$ cat src/rtl/wb_burst_sched_pkg.sv
`default_nettype none
// ============================================================================
// Module      : wb_burst_sched_pkg
// Description : Shared Wishbone cycle-type / burst-type codes, scheduler
//               state encoding and the burst-length helper.
// Revision    : 1.0 - initial release
// ============================================================================
package wb_burst_sched_pkg;

    // Wishbone cycle type identifiers
    localparam logic [2:0] CTI_CLASSIC = 3'b000;
    localparam logic [2:0] CTI_INCR    = 3'b010;
    localparam logic [2:0] CTI_EOB     = 3'b111;

    // Wishbone burst type extensions
    localparam logic [1:0] BTE_LINEAR  = 2'b00;
    localparam logic [1:0] BTE_WRAP4   = 2'b01;
    localparam logic [1:0] BTE_WRAP8   = 2'b10;
    localparam logic [1:0] BTE_WRAP16  = 2'b11;

    // Scheduler state encoding
    localparam int              ST_W     = 3;
    localparam logic [ST_W-1:0] ST_IDLE  = 3'd0;
    localparam logic [ST_W-1:0] ST_INIT  = 3'd1;
    localparam logic [ST_W-1:0] ST_PRIME = 3'd2;
    localparam logic [ST_W-1:0] ST_BURST = 3'd3;
    localparam logic [ST_W-1:0] ST_DONE  = 3'd4;

    // Number of beats a burst carries. Single-beat cycle types win over bte;
    // a linear burst runs to the end of the 16-word window, so adr=0 gives 16.
    function automatic logic [4:0] beat_count(input logic [2:0] cti,
                                              input logic [1:0] bte,
                                              input logic [3:0] adr);
        logic [4:0] n;
        if ((cti == CTI_CLASSIC) || (cti == CTI_EOB)) begin
            n = 5'd1;
        end else begin
            case (bte)
                BTE_WRAP4:  n = 5'd4;
                BTE_WRAP8:  n = 5'd8;
                BTE_WRAP16: n = 5'd16;
                default:    n = 5'd16 - {1'b0, adr};
            endcase
        end
        return n;
    endfunction

endpackage
`default_nettype wire

$ cat src/rtl/wb_burst_sched_rr_arbiter.sv
`default_nettype none
// ============================================================================
// Module      : wb_burst_sched_rr_arbiter
// Description : Combinational round-robin arbiter. Grants the first
//               requester at or after the pointer, wrapping modulo NPORTS.
// Revision    : 1.0 - initial release
// ============================================================================
module wb_burst_sched_rr_arbiter #(
    parameter int NPORTS = 4,
    parameter int PW     = 2
) (
    input  logic [NPORTS-1:0] i_req,
    input  logic [PW-1:0]     i_ptr,
    output logic [NPORTS-1:0] o_gnt
);

    logic w_found;

    // Scan offsets 0..NPORTS-1 from the pointer; the first hit wins.
    always_comb begin
        o_gnt   = '0;
        w_found = 1'b0;
        for (int i = 0; i < NPORTS; i++) begin
            for (int k = 0; k < NPORTS; k++) begin
                if (!w_found && i_req[k] && (k == ((int'(i_ptr) + i) % NPORTS))) begin
                    o_gnt[k] = 1'b1;
                    w_found  = 1'b1;
                end
            end
        end
    end

endmodule
`default_nettype wire

$ cat src/rtl/wb_burst_sched.sv
`default_nettype none
// ============================================================================
// Module      : wb_burst_sched
// Description : Round-robin scheduler sharing one burst address generator
//               and its SDRAM datapath among up to four Wishbone requesters.
//               Latches the winner's adr/cti/bte, pulses init, turns beat
//               completions into inc/ack and cross-checks the done flag.
// Revision    : 1.0 - initial release
// ============================================================================
module wb_burst_sched
    import wb_burst_sched_pkg::*;
#(
    parameter int NPORTS = 4
) (
    input  logic                  clk,
    input  logic                  rst,
    input  logic [NPORTS-1:0]     req_i,
    input  logic [4*NPORTS-1:0]   adr_i,
    input  logic [3*NPORTS-1:0]   cti_i,
    input  logic [2*NPORTS-1:0]   bte_i,
    output logic [NPORTS-1:0]     gnt_o,
    output logic [NPORTS-1:0]     ack_o,
    output logic [3:0]            adr_o,
    output logic [2:0]            cti_o,
    output logic [1:0]            bte_o,
    output logic                  init_o,
    output logic                  inc_o,
    input  logic                  beat_i,
    input  logic                  done_i,
    output logic                  busy_o,
    output logic                  err_o
);

    localparam int c_PTR_W = (NPORTS > 1) ? $clog2(NPORTS) : 1;

    logic [ST_W-1:0]    r_state;
    logic [ST_W-1:0]    w_state_next;
    logic [c_PTR_W-1:0] r_ptr;
    logic [c_PTR_W-1:0] w_ptr_next;
    logic [c_PTR_W-1:0] w_win;
    logic [NPORTS-1:0]  w_arb_gnt;
    logic [NPORTS-1:0]  r_gnt;
    logic [3:0]         r_adr;
    logic [2:0]         r_cti;
    logic [1:0]         r_bte;
    logic [3:0]         w_sel_adr;
    logic [2:0]         w_sel_cti;
    logic [1:0]         w_sel_bte;
    logic [4:0]         r_cnt;
    logic               r_abort;
    logic               r_err;
    logic               w_req_any;
    logic               w_req_held;
    logic               w_beat;
    logic               w_last_beat;

    wb_burst_sched_rr_arbiter #(
        .NPORTS (NPORTS),
        .PW     (c_PTR_W)
    ) u_arb (
        .i_req  (req_i),
        .i_ptr  (r_ptr),
        .o_gnt  (w_arb_gnt)
    );

    // Turn the one-hot winner into an index and pick out its request fields.
    always_comb begin
        w_win     = '0;
        w_sel_adr = '0;
        w_sel_cti = '0;
        w_sel_bte = '0;
        for (int k = 0; k < NPORTS; k++) begin
            if (w_arb_gnt[k]) begin
                w_win     = c_PTR_W'(k);
                w_sel_adr = adr_i[4*k +: 4];
                w_sel_cti = cti_i[3*k +: 3];
                w_sel_bte = bte_i[2*k +: 2];
            end
        end
        w_ptr_next = (int'(w_win) == NPORTS - 1) ? '0 : w_win + c_PTR_W'(1);
    end

    assign w_req_any   = |req_i;
    assign w_req_held  = |(req_i & r_gnt);
    assign w_beat      = (r_state == ST_BURST) & beat_i;
    assign w_last_beat = w_beat & (r_cnt == 5'd1);

    // State register.
    always_ff @(posedge clk or posedge rst) begin
        if (rst) begin
            r_state <= ST_IDLE;
        end else begin
            r_state <= w_state_next;
        end
    end

    // Next-state logic; a requester dropping out ends the burst early.
    always_comb begin
        w_state_next = r_state;
        case (r_state)
            ST_IDLE:  if (w_req_any) w_state_next = ST_INIT;
            ST_INIT:  w_state_next = ST_PRIME;
            ST_PRIME: w_state_next = ST_BURST;
            ST_BURST: if (w_last_beat || !w_req_held) w_state_next = ST_DONE;
            ST_DONE:  w_state_next = ST_IDLE;
            default:  w_state_next = ST_IDLE;
        endcase
    end

    // Grant, pointer, latched request fields and the beat counter.
    always_ff @(posedge clk or posedge rst) begin
        if (rst) begin
            r_gnt   <= '0;
            r_ptr   <= '0;
            r_adr   <= '0;
            r_cti   <= '0;
            r_bte   <= '0;
            r_cnt   <= '0;
            r_abort <= 1'b0;
        end else begin
            case (r_state)
                ST_IDLE: begin
                    if (w_req_any) begin
                        r_gnt <= w_arb_gnt;
                        r_adr <= w_sel_adr;
                        r_cti <= w_sel_cti;
                        r_bte <= w_sel_bte;
                        r_ptr <= w_ptr_next;
                    end
                end
                ST_INIT: begin
                    r_cnt   <= beat_count(r_cti, r_bte, r_adr);
                    r_abort <= 1'b0;
                end
                ST_BURST: begin
                    if (w_beat) begin
                        r_cnt <= r_cnt - 5'd1;
                    end
                    if (w_state_next == ST_DONE) begin
                        r_gnt   <= '0;
                        r_abort <= !w_last_beat;
                    end
                end
                default: ;
            endcase
        end
    end

    // Sticky error: generator claims done too early, or is not done at the end.
    always_ff @(posedge clk or posedge rst) begin
        if (rst) begin
            r_err <= 1'b0;
        end else begin
            if ((r_state == ST_BURST) && done_i && (r_cnt > 5'd1) && (r_cti != CTI_CLASSIC)) begin
                r_err <= 1'b1;
            end
            if ((r_state == ST_DONE) && !r_abort && !done_i) begin
                r_err <= 1'b1;
            end
        end
    end

    assign gnt_o  = r_gnt;
    assign ack_o  = w_beat ? r_gnt : '0;
    assign inc_o  = w_beat;
    assign init_o = (r_state == ST_INIT);
    assign busy_o = (r_state == ST_INIT) || (r_state == ST_PRIME) || (r_state == ST_BURST);
    assign adr_o  = r_adr;
    assign cti_o  = r_cti;
    assign bte_o  = r_bte;
    assign err_o  = r_err;

endmodule
`default_nettype wire

$ cat config.mk
export PLATFORM = sky130hd
export DESIGN_NAME = wb_burst_sched
export DESIGN_NICKNAME = d
export VERILOG_FILES = /design/src/rtl/wb_burst_sched_pkg.sv /design/src/rtl/wb_burst_sched_rr_arbiter.sv /design/src/rtl/wb_burst_sched.sv
export SDC_FILE = /design/constraint.sdc
export NUM_CORES = 1
export LEC_CHECK = 0
export CAP_MARGIN = 20
export CORE_MARGIN = 1.5
export CORE_UTILIZATION = 45
export DETAILED_ROUTE_END_ITERATION = 16
export PLACE_DENSITY_LB_ADDON = 0.25
export SYNTH_ARGS = -nofsm -noshare
export SYNTH_HDL_FRONTEND = slang
export SYNTH_HIERARCHICAL = 1
export SYNTH_SLANG_ARGS = --single-unit
$ cat constraint.sdc
create_clock -name clk -period 2.55 [get_ports clk]
set_input_delay 0.6375 -clock clk [delete_from_list [all_inputs] [get_ports clk]]
set_output_delay 0.6375 -clock clk [all_outputs]
set_load 0.01 [all_outputs]
# Word level (Yosys, flattened, before mapping)
# Cells that the tools add are included.
[totals] output_inout_bits=21 reg_bits=25
[classes] muxes=61 n_addsub=6 reduce_logical=78 bitwise_logic=6 order_cmp=1 eq_ne=26
[ops] cell="zero test 32 bit" n=4
[ops] cell="logical AND 1 bit" n=36
[ops] cell="two-way mux 1 bit" n=34
[ops] cell="two-way mux 4 bit" n=7
[ops] cell="zero test 1 bit" n=19
[ops] cell="equality test 3 bit, first input constant" n=6
[ops] cell="two-way mux 3 bit" n=6
[ops] cell="case mux 5 bit (3 select lines)" n=1
[ops] cell="two-way mux 2 bit" n=7
[ops] cell="case mux 3 bit (4 select lines)" n=1
[ops] cell="two-way mux 5 bit" n=2
[ops] cell="case mux 5 bit (2 select lines)" n=1
[ops] cell="equality test 2 x 3 -> 1 bit, first input constant" n=3
[ops] cell="equality test 3 bit, second input constant" n=3
[ops] cell="case mux 4 bit (2 select lines)" n=1
[ops] cell="OR reduction 4 bit" n=2
[ops] cell="equality test 3 x 2 -> 1 bit, second input constant" n=2
[ops] cell="zero test 3 bit" n=2
[ops] cell="AND reduction 2 bit" n=3
[ops] cell="nonzero test 2 bit" n=3
[ops] cell="OR reduction 2 bit" n=3
[ops] cell="equality test 5 x 1 -> 1 bit, second input constant" n=1
[ops] cell="> comparator 5 x 1 -> 1 bit, second input constant" n=1
[ops] cell="subtractor 5 x 1 -> 5 bit, second input constant" n=1
[ops] cell="other kinds (17)" n=29

# Logic depth before layout (Yosys ltp)
# Gate-level depths: netlist of run 1.
[depth] depth_word=66 depth_mapped=7 ltp_nobuf=6

# Modules after synthesis
# The synthesis of run 1 kept the hierarchy.
[by_module_without_submodules] module="wb_burst_sched" area_each_um2=1760.4 instances=1 cells_each=205
[by_module_without_submodules] module="wb_burst_sched_rr_arbiter" area_each_um2=102.6 instances=1 cells_each=17

# Least setup slack after synthesis of run 1
# OpenSTA, ideal clock, no wires.
[synth_timing] path_kind="input to register" startpoint="input port req_i[0]" endpoint="register r_adr[0], in the netlist adr_o[0]" path_slack_ns=0.639 stages=7 arrival_ns=1.829 n_path_buf=1 setup_time_ns=0.082 path_cell_list="nor2b_4 > nor3_1 > o31a_1 > clkbuf_1 > a21oi_1 > a221o_1 > a31oi_1"
[synth_via] word_cells_on_any_way=82
[synth_rtl] item="start: declaration" line="wb_burst_sched.sv:17" rtl="input logic [NPORTS-1:0] req_i,"
[synth_rtl] item="logical AND 1 bit" line="wb_burst_sched_rr_arbiter.sv:25" rtl="if (!w_found && i_req[k] && (k == ((int'(i_ptr) + i) % NPORTS))) begin"
[synth_rtl] item="two-way mux 1 bit" line="wb_burst_sched_rr_arbiter.sv:25"
[synth_rtl] item="zero test 1 bit" line="wb_burst_sched_rr_arbiter.sv:25"
[synth_rtl] item="logical AND 1 bit (2 in series)" line="wb_burst_sched_rr_arbiter.sv:25"
[synth_rtl] item="two-way mux 1 bit" line="wb_burst_sched_rr_arbiter.sv:25"
[synth_rtl] item="zero test 1 bit" line="wb_burst_sched_rr_arbiter.sv:25"
[synth_rtl] item="logical AND 1 bit (2 in series)" line="wb_burst_sched_rr_arbiter.sv:25"
[synth_rtl] item="two-way mux 1 bit" line="wb_burst_sched_rr_arbiter.sv:25"
[synth_rtl] item="[40 not listed]"
[synth_rtl] item="zero test 1 bit" line="wb_burst_sched_rr_arbiter.sv:25"
[synth_rtl] item="logical AND 1 bit (2 in series)" line="wb_burst_sched_rr_arbiter.sv:25"
[synth_rtl] item="two-way mux 1 bit" line="wb_burst_sched_rr_arbiter.sv:25"
[synth_rtl] item="zero test 1 bit" line="wb_burst_sched_rr_arbiter.sv:25"
[synth_rtl] item="logical AND 1 bit (2 in series)" line="wb_burst_sched_rr_arbiter.sv:25"
[synth_rtl] item="two-way mux 1 bit *" line="wb_burst_sched_rr_arbiter.sv:25"
[synth_rtl] item="net w_arb_gnt[2]" line="wb_burst_sched.sv:41" rtl="logic [NPORTS-1:0] w_arb_gnt;"
[synth_rtl] item="two-way mux 4 bit * (2 in series)" line="wb_burst_sched.sv:73" rtl="if (w_arb_gnt[k]) begin"
[synth_rtl] item="end signal: assignment" line="wb_burst_sched.sv:125" rtl="r_adr <= w_sel_adr;"
[synth_rtl] item="end: declaration" line="wb_burst_sched.sv:43" rtl="logic [3:0] r_adr;"
# The timed path passes the listed nets; every way through them passes the cells marked *.
# A chain may end at the register's enable or synchronous reset.

# Worst setup path in the final report of run 1
[layout_timing] startpoint="register r_state[1]" endpoint="output port ack_o[1]"
[layout_via] elab_chain_len=3
[layout_lines] item="start: declaration" line="wb_burst_sched.sv:36" rtl="logic [ST_W-1:0] r_state;"
[layout_lines] item="start signal: assignment" line="wb_burst_sched.sv:93" rtl="r_state <= w_state_next;"
[layout_lines] item="equality test 3 x 2 -> 1 bit" line="wb_burst_sched.sv:85" rtl="assign w_beat = (r_state == ST_BURST) & beat_i;"
[layout_lines] item="AND 1 bit" line="wb_burst_sched.sv:85"
[layout_lines] item="two-way mux 4 bit" line="wb_burst_sched.sv:164" rtl="assign ack_o = w_beat ? r_gnt : '0;"
[layout_lines] item="end: declaration" line="wb_burst_sched.sv:22" rtl="output logic [NPORTS-1:0] ack_o,"
# Every way passes these cells.

==> metrics.yaml, run 1 <==
run_status:
  run_status: "finished, final reports clean"
worst_setup_path:
  reg2reg_depth: 5
  crit_required_ps: 1910
  path_max_fanout: 8
  rr_startpoint: "r_ptr[1]"
  r2r-end: "bte_o[1]"
  rrSetupSlack_ps: 730
  critPathKind: "flop to output port"
  crit_arrival_ps: 1810
  endpoint_kind: "output port"
  worstSetupStartpointType: "flop"
cells_and_area:
  num_antenna_cells: 0
  layout.nets: 338
  syn_to_final_growth_pct: 44.5
  drive_gt1_share_pct: 11.0
  fill_cells: 356
  fin_cells: 340
global_route:
  grt_util_met2_pct: 38.2
  use_met1_pct: 31.5
  grt_pass1_wl_um: 8250
  grt_max_degree: 26
  grt_overflow_total: 0
  grt_use_total_pct: 23.8
  top_usage_layer: "met2"
  grt_util_met3_pct: 5.50
  grt_pass1_vias: 1786
  antenna_found_initial: 0
placed_design:
  placed_cells: 336
  hpwl_um: 3750
  routabilityCongestion: 0.894
  io_buffer_count: 64
clock_tree:
  cts_tree: "yes"
  cts_setup_buffers: 0
  cts_max_path_buffers: 2
  clk_pin_slew_ps: 80
  cts_inserted_buffers: 3
  root_buffer: "clkbuf_8"
  htreeDepth: 1
  cts.sink_count: 25
  insertion_delay_ps: 270
timing:
  setup_viol: 0
  max_freq_ghz: 0.409
  min_period_over_period_pct: 95.9
  clock_skew_ps: 4.29
  tightest_slew_ps: 782
  finalSetupTns_ps: 0
  hold_viol_final: 0
  rsz0062_at_grt: "false"
  finalMaxSlewViolations: 0
  timing.slew.headroom_pct: 47.5
  final.min_clock_period_ps: 2450
detailed_routing:
  ant_nets: 0
  vias: 1947
  finalWirelength_um: 5000
  post-route-drc-count: 0
  first_pass_iters: 4
  wl_per_cell_um: 14.7
  via_per_inst: 5.73
  drtIter0Drc: 129
power:
  power_density_nw_per_um2: 1030
  cellLeakagePower_nw: 1.12
  ir_worst_vdd_uv: 406
  fin_total_pwr_w: 0.00278
worst_hold_path:
  holdPathEnd: "err_o"
  min_from: "err_o"
  min_path_cells: 2
  hp-class: "flop to flop"
die:
  die_w_um: 67.3
  rows: 23
  die-area_um2: 4540
  die_y_um: 67.3
  ios: 65
  initial_core_util_pct: 46.6
  core_um2: 4000
synthesis:
  synth_edf_count: 0
  ys_seq_elements: 25
  synth.area.top_cells: "dfrtp_1 (34%), a21oi_1 (7.0%), a221o_1 (4.8%)"
  syn_inst: 222
  synth_cell_types: 56
  ys_warn_count: 6
  synth-seq-area-share_pct: 33.6
  yosysTopAreaCell: "dfrtp_1"
  synthArstFlopShare_pct: 100
  syn_area_um2: 1860
  synth_top_flop_cell: "dfrtp_1"
  syn_avg_cell_area_um2: 8.39
  synth_top_cell_area_share_pct: 33.6
  syn-num-nets: 269
flow_run:
  cap_violations: 0
==> stage by stage <==
stage | worst slack (ps) | util [%] | area (um2) | hold slack (ps)
3_3_place_gp | -3.75 | 66.1 | 2640 | 470
4_1_cts | 6.02 | 67.2 | 2690 | 494
3_5_place_dp | -19.3 | 66.1 | 2640 | 475
6_report | 103 | 67.3 | 2690 | 488
2_1_floorplan | 639 | - | 1860 | 492
5_1_grt | 31.1 | 67.3 | 2690 | 525
==> final cells by class <==
class	count	area [um2]	share of cell area, %
multi-input cells	162	1090	40.5
inverters	19	71.3	2.65
well taps	50	62.6	2.32
repair buffers	80	797	29.6
flip-flops and latches	25	627	23.3
clock buffers	4	45.0	1.67
==> kinds of logic after synthesis <==
kind of cell               after synthesis  share of synthesized area, %
AOI/OAI and AO/OA                       81                          29.9
adders and majority gates                3                          2.01
buffers and inverters                   35                          8.19
xor gates and xnor gates                 1                         0.470
DFF                                     25                          33.6
and+or+nand+nor                         75                          24.6
muxes                                    2                          1.21
==> worst max-delay path, stage by stage, from the launching register on <==
cell and delay, ps:
dfrtp_1 510, and3b_1 320, and3_1 180, clkdlybuf4s50_1 530
==> cell usage after synthesis (2+ instances only) <==
cell      count
dfrtp_1      25
o31a_1        2
and3_1        7
and2_1        2
a31oi_1      12
ha_1          3
a211oi_1      2
nand3_1       9
a22oi_1       6
a221o_1       9
a21oi_1      26
nor3_1        3
or4b_1        2
clkbuf_1      8
or3_1         2
mux2_2        2
buf_4         2
o21ai_0       7
nor4b_1       2
nand2_1      16
nand2b_1      2
nand3b_1      9
nor2_1        9
inv_1        19
buf_2         5
==> worst max path at each step <==
stage / startpoint / to / slack [ps] / cells after the start
after floorplan: req_i[0] / adr_o[0] / 640 / 7
after global placement: beat_i / ack_o[1] / -4 / 3
after detailed placement: beat_i / ack_o[2] / -20 / 3
after CTS: r_state[0] / init_o / 6 / 2
after global routing: r_state[1] / ack_o[2] / 30 / 3
final: r_state[1] / ack_o[1] / 100 / 3
==> flip-flops by register name (all words and copies together) (netlist names) <==
| name | flops |
|---|---|
| err_o | 1 |
| r_state | 3 |
| cti_o | 3 |
| bte_o | 2 |
| r_abort | 1 |
| gnt_o | 4 |
| r_ptr | 2 |
| r_cnt | 5 |
| adr_o | 4 |
==> routing by layer <==
metal	vias up	routed length (um)	share of wire, %
met2	63	2320	46
met4	0	63	1.3
met5	-	0	0
met1	907	2290	46
met3	7	324	6.5
li1	970	-	-
==> power by group <==
part	switching (W)	internal [W]
combinational	0.000807	0.000872
sequential	0.000266	0.000594
clock	0.000129	0.000112
total	0.00120	0.00158
==> timing repair <==
action | in CTS | in global routing
resized for setup | 1 | 2
pin swaps | 0 | 0
hold buffers | 0 | 0
endpoints found under the setup margin | 4 | 6
==> cells in the final DEF, fill, tap and decap left out, drive strengths merged, types with 2 or more instances in the layout <==
master / netlist / layout
nor4b: 2 / 2
nor2b: 2 / 2
and3: 7 / 7
buf: 8 / 16
dfrtp: 25 / 25
ha: 3 / 3
nand2b: 2 / 2
a22oi: 6 / 6
a221o: 9 / 9
o31a: 2 / 2
nor2: 10 / 10
a2bb2oi: 2 / 2
nand3: 9 / 9
mux2: 2 / 2
or4: 2 / 2
inv: 19 / 19
clkbuf: 8 / 4
o21ai: 8 / 8
a31oi: 12 / 12
or4b: 2 / 2
a211oi: 2 / 2
nand3b: 9 / 9
nor3: 4 / 4
clkdlybuf4s50: 0 / 63
nand2: 16 / 16
or3: 2 / 2
a21oi: 26 / 26
and2: 2 / 2
Note: power is estimated with default switching activity, not from simulation.
==> run 2: changes to the inputs <==
--- a/config.mk
+++ b/config.mk
@@ -14,3 +14,4 @@
 export SYNTH_HDL_FRONTEND = slang
 export SYNTH_HIERARCHICAL = 1
 export SYNTH_SLANG_ARGS = --single-unit
+export TNS_END_PERCENT = 1
==> results of run 2 <==
Final layout, timing and power as in run 1 (identical DEF).
